## config.mk

```make
export PLATFORM = sky130hd
export DESIGN_NAME = bicubic_sched
export DESIGN_NICKNAME = d
export VERILOG_FILES = /design/src/rtl/bicubic_sched.sv
export SDC_FILE = /design/constraint.sdc
export NUM_CORES = 1
export LEC_CHECK = 0
export BUFFER_PORTS_ARGS = -buffer_cell sky130_fd_sc_hd__buf_2
export CORE_AREA = 2 2 187 143
export CTS_CLUSTER_DIAMETER = 100
export DETAILED_ROUTE_END_ITERATION = 16
export DIE_AREA = 0 0 189 145
export PLACE_DENSITY = 0.6
export SLEW_MARGIN = 20
export SYNTH_ARGS = -nofsm -noshare
export SYNTH_HDL_FRONTEND = slang
export SYNTH_SLANG_ARGS = --single-unit
```

## constraint.sdc

```tcl
create_clock -name clk -period 3.3 [get_ports clk]
set_input_delay 0.495 -clock clk [delete_from_list [all_inputs] [get_ports clk]]
set_output_delay 0.495 -clock clk [all_outputs]
set_load 0.01 [all_outputs]
```

## src/rtl/bicubic_sched.sv

```systemverilog
`default_nettype none
// =============================================================================
// bicubic_sched : schedules four row passes and one column pass of a 4x4
//                 bicubic window through an external weight-table pipeline.
// Rev 1.0
// =============================================================================
module bicubic_sched #(
  parameter int LAT = 1
) (
  input  logic         clk,
  input  logic         rst,
  input  logic         win_valid,
  output logic         win_ready,
  input  logic [127:0] win_data,
  output logic         wt_issue,
  output logic [14:0]  wt_in_0,
  output logic [14:0]  wt_in_1,
  output logic [14:0]  wt_in_2,
  output logic [14:0]  wt_in_3,
  input  logic [16:0]  wt_sum,
  output logic         out_valid,
  input  logic         out_ready,
  output logic [7:0]   out_pixel,
  output logic         busy
);
  localparam logic [2:0] S_IDLE    = 3'd0;
  localparam logic [2:0] S_H_ISSUE = 3'd1;
  localparam logic [2:0] S_H_WAIT  = 3'd2;
  localparam logic [2:0] S_V_ISSUE = 3'd3;
  localparam logic [2:0] S_V_WAIT  = 3'd4;
  localparam logic [2:0] S_OUT     = 3'd5;

  logic [2:0]     r_state;
  logic [127:0]   r_win;
  logic [1:0]     r_row;
  logic [LAT-1:0] r_cap_pipe;
  logic [2:0]     r_cap_idx;
  logic [16:0]    r_row_res [4];
  logic [16:0]    r_v_res;

  logic           w_cap;
  logic [14:0]    w_tap [4];
  logic [10:0]    w_scaled;

  function automatic logic [14:0] clamp15(input logic [16:0] v);
    if (v[16])      return 15'd0;
    else if (v[15]) return 15'h7FFF;
    else            return v[14:0];
  endfunction

  // A result is due exactly LAT cycles after every issue strobe.
  assign w_cap     = r_cap_pipe[LAT-1];
  assign win_ready = (r_state == S_IDLE);
  assign busy      = (r_state != S_IDLE);
  assign out_valid = (r_state == S_OUT);

  assign w_scaled  = 11'(({1'b0, r_v_res} + 18'd64) >> 7);
  assign out_pixel = r_v_res[16]      ? 8'd0 :
                     (|w_scaled[10:8]) ? 8'd255 : w_scaled[7:0];

  always_comb begin
    wt_issue = 1'b0;
    for (int k = 0; k < 4; k++) w_tap[k] = 15'd0;
    if (r_state == S_H_ISSUE) begin
      wt_issue = 1'b1;
      for (int k = 0; k < 4; k++)
        w_tap[k] = {r_win[8*(4*int'(r_row)+k) +: 8], 7'b0};
    end else if (r_state == S_V_ISSUE) begin
      wt_issue = 1'b1;
      for (int k = 0; k < 4; k++) w_tap[k] = clamp15(r_row_res[k]);
    end
  end

  assign wt_in_0 = w_tap[0];
  assign wt_in_1 = w_tap[1];
  assign wt_in_2 = w_tap[2];
  assign wt_in_3 = w_tap[3];

  always_ff @(posedge clk) begin
    if (rst) begin
      r_state    <= S_IDLE;
      r_win      <= '0;
      r_row      <= '0;
      r_cap_pipe <= '0;
      r_cap_idx  <= '0;
      r_v_res    <= '0;
      for (int k = 0; k < 4; k++) r_row_res[k] <= '0;
    end else begin
      r_cap_pipe[0] <= wt_issue;
      for (int i = 1; i < LAT; i++) r_cap_pipe[i] <= r_cap_pipe[i-1];

      // Captures 0..3 are the row passes, capture 4 is the column pass.
      if (w_cap) begin
        if (r_cap_idx[2]) r_v_res <= wt_sum;
        else              r_row_res[r_cap_idx[1:0]] <= wt_sum;
        r_cap_idx <= r_cap_idx + 3'd1;
      end

      case (r_state)
        S_IDLE: begin
          if (win_valid) begin
            r_win     <= win_data;
            r_row     <= 2'd0;
            r_cap_idx <= 3'd0;
            r_state   <= S_H_ISSUE;
          end
        end
        S_H_ISSUE: begin
          r_row <= r_row + 2'd1;
          if (r_row == 2'd3) r_state <= S_H_WAIT;
        end
        S_H_WAIT: begin
          if (w_cap && (r_cap_idx == 3'd3)) r_state <= S_V_ISSUE;
        end
        S_V_ISSUE: r_state <= S_V_WAIT;
        S_V_WAIT: begin
          if (w_cap && (r_cap_idx == 3'd4)) r_state <= S_OUT;
        end
        S_OUT: begin
          if (out_ready) r_state <= S_IDLE;
        end
        default: r_state <= S_IDLE;
      endcase
    end
  end
endmodule
`default_nettype wire

```

-- Word level (Yosys, flattened, before mapping)
Memories as Yosys holds them, arrays and structs flattened.
Cells that the tools add are included.
- register bits after elaboration: 154
- bits in writable memories: 68
- bits of input ports: 149
- output and inout bits: 72
- memories kept: 1
- $add $sub $neg: 6
- equal/unequal tests: 13
- shift operators: 4
- muxes and demuxes: 34
- reductions and logical operators: 11
- memory list (name ; words ; bits a word ; rd ports ; clocked after memory_dff ; write ports ; line ; text):
    r_row_res ; 4 ; 17 ; 4 ; 0 ; 4 ; 38 ; logic [16:0] r_row_res [4];
- operator list (cell ; count):
    128-bit by 9-bit variable part select with 8-bit output ; 3
    128-bit by 8-bit variable part select with 8-bit output ; 1
    15-bit two-way mux ; 8
    60-bit two-way mux ; 2
    3-bit two-way mux ; 8
    17-bit by 7-bit adder with 18-bit output, second input constant ; 1
    3-bit case mux with 6 select lines ; 1
    17-bit two-way mux ; 1
    17-bit OR reduction ; 1
    8-bit two-way mux ; 2
    4-bit by 2-bit adder with 5-bit output, second input constant ; 2
    3-bit by 2-bit == test with 1-bit output, second input constant ; 3
    3-bit == test, second input constant ; 3
    1-bit two-way mux ; 9
    2-bit != test, second input constant ; 3
    2-bit AND reduction ; 3
    4-bit by 1-bit adder with 5-bit output, second input constant ; 1
    5-bit AND reduction ; 1
    2-bit two-way mux ; 2
    2-bit by 1-bit != test with 1-bit output, second input constant ; 2
    2-bit case mux with 2 select lines ; 1
    3-bit by 1-bit adder with 3-bit output, second input constant ; 1
    3-bit by 1-bit == test with 1-bit output, second input constant ; 1
    3-bit logical NOT ; 1
    other kinds (6) ; 7

-- Longest topological paths before layout
- depth in word-level cells: 6
- gate-level depth with buffers: 9
- gate-level depth less buffers: 6

-- Worst setup path after synthesis
OpenSTA, ideal clock, no wires.
- path type: flip-flop to output port
- start point: reg r_state[2]
- end point: out wt_in_3[13]
- arrival: 1.684 ns
- setup slack: 1.121 ns
- stages on the path, launching flop included: 9
- path buffers: 3
- path through: dfxtp_1 > buf_2 > nand2b_1 > inv_1 > nand2_1 > or2_2 > clkbuf_1 > buf_2 > o21ai_0
- cells in the longest elaborated chain, start to end: 3
- elaborated cells between the ends (all ways): 4
- those cells by class: eq/ne (2); mux (2)
- ends and longest elaborated chain (item ; line ; text):
    from (decl) ; 33 ; logic [2:0] r_state;
    from (signal assigned) ; 81 ; r_state <= S_IDLE;
    from (signal assigned) ; 105 ; r_state <= S_H_ISSUE;
    from (signal assigned) ; 110 ; if (r_row == 2'd3) r_state <= S_H_WAIT;
    3-bit by 2-bit == test with 1-bit output ; 68 ; end else if (r_state == S_V_ISSUE) begin
    60-bit two-way mux ; 68 ;
    60-bit two-way mux * ; 64 ; if (r_state == S_H_ISSUE) begin
    to (decl) ; 19 ; output logic [14:0] wt_in_3,
Mark *: on every way between the ends. The rest lies on a longest branch, timed or not.

-- Final worst setup path
- start point: reg r_state[0]
- end point: out wt_in_0[7]
- cells in the longest elaborated chain, start to end: 3
- elaborated cells between the ends (all ways): 4
- those cells by class: eq/ne (2); mux (2)
- ends and longest elaborated chain (item ; line ; text):
    3-bit by 2-bit == test with 1-bit output ; 68 ;
    60-bit two-way mux ; 68 ;
    60-bit two-way mux * ; 64 ;
    to (decl) ; 16 ; output logic [14:0] wt_in_0,
Marked as above.

==> summary.md <==
| Metric | Value |
|---|---|
| Final core occ | `0.4522` |
| Peak supply drop | `about 0.34 mV` |
| Grt ovf | `0` |
| Layout cells sized above 1 | `0.2654` |
| Period utilisation layout | `0.9080` |
| CP endpoint kind | `output port` |
| Area delta synth->final | `20.75%` |
| Initial DRC count | `431` |
| Post-CTS Setup Bufs | `0` |
| Synth Instances | `between 1,000 and 1,500` |
| Primary FF master, synth | `dfxtp_1` |
| Clk_lat worst skew | `roughly 0.50 ns` |
| Maximum fanout along the worst path | `15` |
| Syn Std Cell Area | `approximately 9600 um2` |
| CP required | `approximately 2.8 ns` |
| Min Tclk post-route | `2.996 ns` |
| Horiz. Die Dim | `about 190 um` |
| Post-synth cell types | `40` |
| Post-synth EDFFs | `68` |
| Cts bufs inserted | `23` |
| First-pass GRT wire length | `just over 40 mm` |
| Hold depth | `3` |
| Fmax | `between 300 and 400 MHz` |
| Part of the Yosys area used for sequential elements | `0.5223` |
| Slowest cell on crit path | `dfxtp_1` |
| Vias in the first global route | `7,517` |
| P per Cell Area | `around 670 nW/um2` |
| CTS max path bufs | `3` |
| Startpoint types | `register` |
| Endpoints failing hold | `0` |
| Seq cells post-synth | `~220` |
| Max-cap violation count | `0` |
| Port bufs | `between 200 and 250` |
| Most frequent cells in the layout | `nand2_1 (308), buf_2 (219), dfxtp_1 (146)` |
| Status | `completed` |
| Routed wire length per instance | `between 15 and 20 um` |
| Sink Count | `approximately 220` |
| Static leakage | `4.723 nW` |
| Total core area | `approximately 26,000 um2` |
| IO Pins | `approximately 220` |
| Pre-antenna DRT Iters | `4` |
| Clock skew | `0.005105 ns` |
| Post-Route WL | `26.81 mm` |
| Routability congestion estimate from global placement | `~0.84` |
| CP max stage delay | `approximately 0.48 ns` |
| Syn Nets | `1,216` |
| Die Y | `about 150 um` |
| Design area | `approximately 12,000 um2` |
| N_diodes | `0` |
| Rel. slew slack | `0.4117` |
| # rows | `51` |
| Via Count | `~8,000` |
| Setup violations, final | `0` |
| Worst slew pin tran | `between 0.8 and 0.9 ns` |
| Nets | `1,390` |
| Largest net degree at the start of global routing | `between 100 and 150` |
| Starting Density | `0.3745` |
| CTS HTree Levels | `1` |
| Initial antenna violation count | `3` |
| Synthesis warning total | `0` |
| Dpl hpwl | `approximately 19 mm` |
| Hold Crit Class | `input pin to register` |
| RSZ-0062 raised after global routing | `false` |
| GR Util All Layers | `0.1906` |
| Most common cell after layout, fill and taps aside | `nand2_1` |
| TritonCTS clock tree | `done` |
| Worst hold slack | `0.2283 ns` |
| Placed cell area | `about 11,000 um2` |
| Post-route ant nets | `0` |
| Root buf cell | `clkbuf_16` |
| # DRC | `0` |
| FFs w/ async S/R, synth | `0` |
| Cell Chain, Critical Path | `nand2b_1, inv_1, nand2_1, or2_2, o21ai_0, buf_2` |
| Post-cts resize count | `0` |
| Via/cell ratio | `4.908` |
| Hold Buf Count CTS | `0` |
| Fin Setup TNS | `0 ns` |
| Worst endpoint data arrival time | `around 2.5 ns` |
| Die area | `27,410 um2` |
| Worst-path clk slew | `roughly 0.060 ns` |
| R2r worst-path depth | `3` |
| Max-slew violations | `0` |
| Mean post-synth cell area | `between 9 and 10 um2` |
| Crit path kind | `register to output port` |
-- worst max-delay path, delay by kind of cell (launching register included) --
family | cells | cell delay [ns]
buf+inv | 2 | 0.33
flops | 1 | 0.48
simple gates | 3 | 0.79
compound gates | 1 | 0.39
-- logic make-up (layout without fill, tap and decap cells) --
| group | count (synthesis) | in the layout | synth area share |
|---|---|---|---|
| AND/OR/NAND/NOR | 517 | 517 | 0.2325 |
| flip-flops | 216 | 216 | 0.5223 |
| AO/OA/AOI/OAI | 190 | 190 | 0.1059 |
| buffers and inverters | 91 | 280 | 0.04700 |
| multiplexers | 36 | 36 | 0.07938 |
| XOR/XNOR | 7 | 7 | 0.006398 |
| adder cells (fa/ha/maj) | 5 | 5 | 0.006528 |
-- path summary, 6_finish.rpt --
path / start / endpoint / slack [ns]
worst max register to register: r_cap_pipe / r_row_res[2][5] / 0.75
worst min register to register: r_win[119] / r_win[119] / 0.45
worst min-delay path: win_data[63] / r_win[63] / 0.23
worst max-delay path: r_state[0] / wt_in_0[7] / 0.30
-- layer usage --
layer  vias up  global-route usage  share of wire
met2       227              0.3066           0.46
met3        35             0.04015          0.066
met5         -                   0        0.00093
met4         4             0.04023          0.017
met1      3687              0.2646           0.46
li1       3876                   -              -
-- flip-flops by register name (all words and copies together), names as in the netlist --
| signal | cells |
|---|---|
| r_row | 2 |
| r_v_res | 11 |
| r_cap_idx | 3 |
| r_state | 3 |
| r_row_res | 68 |
| r_win | 128 |
| r_cap_pipe | 1 |
-- cell usage after synthesis (all sizes together), types with 3 or more instances --
| cell | instances | share of area |
|---|---|---|
| nand3 | 7 | 0.0037 |
| nand2 | 319 | 0.13 |
| or2 | 7 | 0.0046 |
| xor2 | 5 | 0.0046 |
| a21oi | 151 | 0.083 |
| mux2i | 4 | 0.0042 |
| mux4 | 32 | 0.075 |
| ha | 5 | 0.0065 |
| inv | 8 | 0.0031 |
| nor2 | 93 | 0.036 |
| nand2b | 6 | 0.0039 |
| and2 | 72 | 0.047 |
| dfxtp | 148 | 0.31 |
| edfxtp | 68 | 0.21 |
| clkbuf | 49 | 0.019 |
| o21ai | 32 | 0.017 |
| and3 | 3 | 0.0020 |
| buf | 34 | 0.025 |
-- power breakdown --
part	total [mW]	switching, mW	internal (mW)	leakage [nW]
sequential	3.36	0.252	3.11	1.92
combinational	1.82	1.11	0.715	2.44
clock	2.54	1.04	1.50	0.363
total	7.72	2.40	5.32	4.72
-- stage by stage --
stage	power, mW	setup WS [ns]	std cells
CTS	7.805	0.2854	1595
global route	8.142	0.1214	1595
global placement	5.238	0.8516	1555
detailed placement	5.262	0.7228	1555
floorplan	4.690	1.121	1062
finish	7.720	0.3035	1595
-- final cells by class --
type / count / area, um2
Clock buffer: 36 / 686.9
Clock inverter: 4 / 48.80
Fill cell: 2506 / 14020
Inverter: 8 / 30.03
Multi-Input combinational cell: 755 / 4145
Sequential cell: 216 / 5007
Tap cell: 344 / 430.4
Timing Repair Buffer: 232 / 1222
Power figures use the tool's default switching activity.
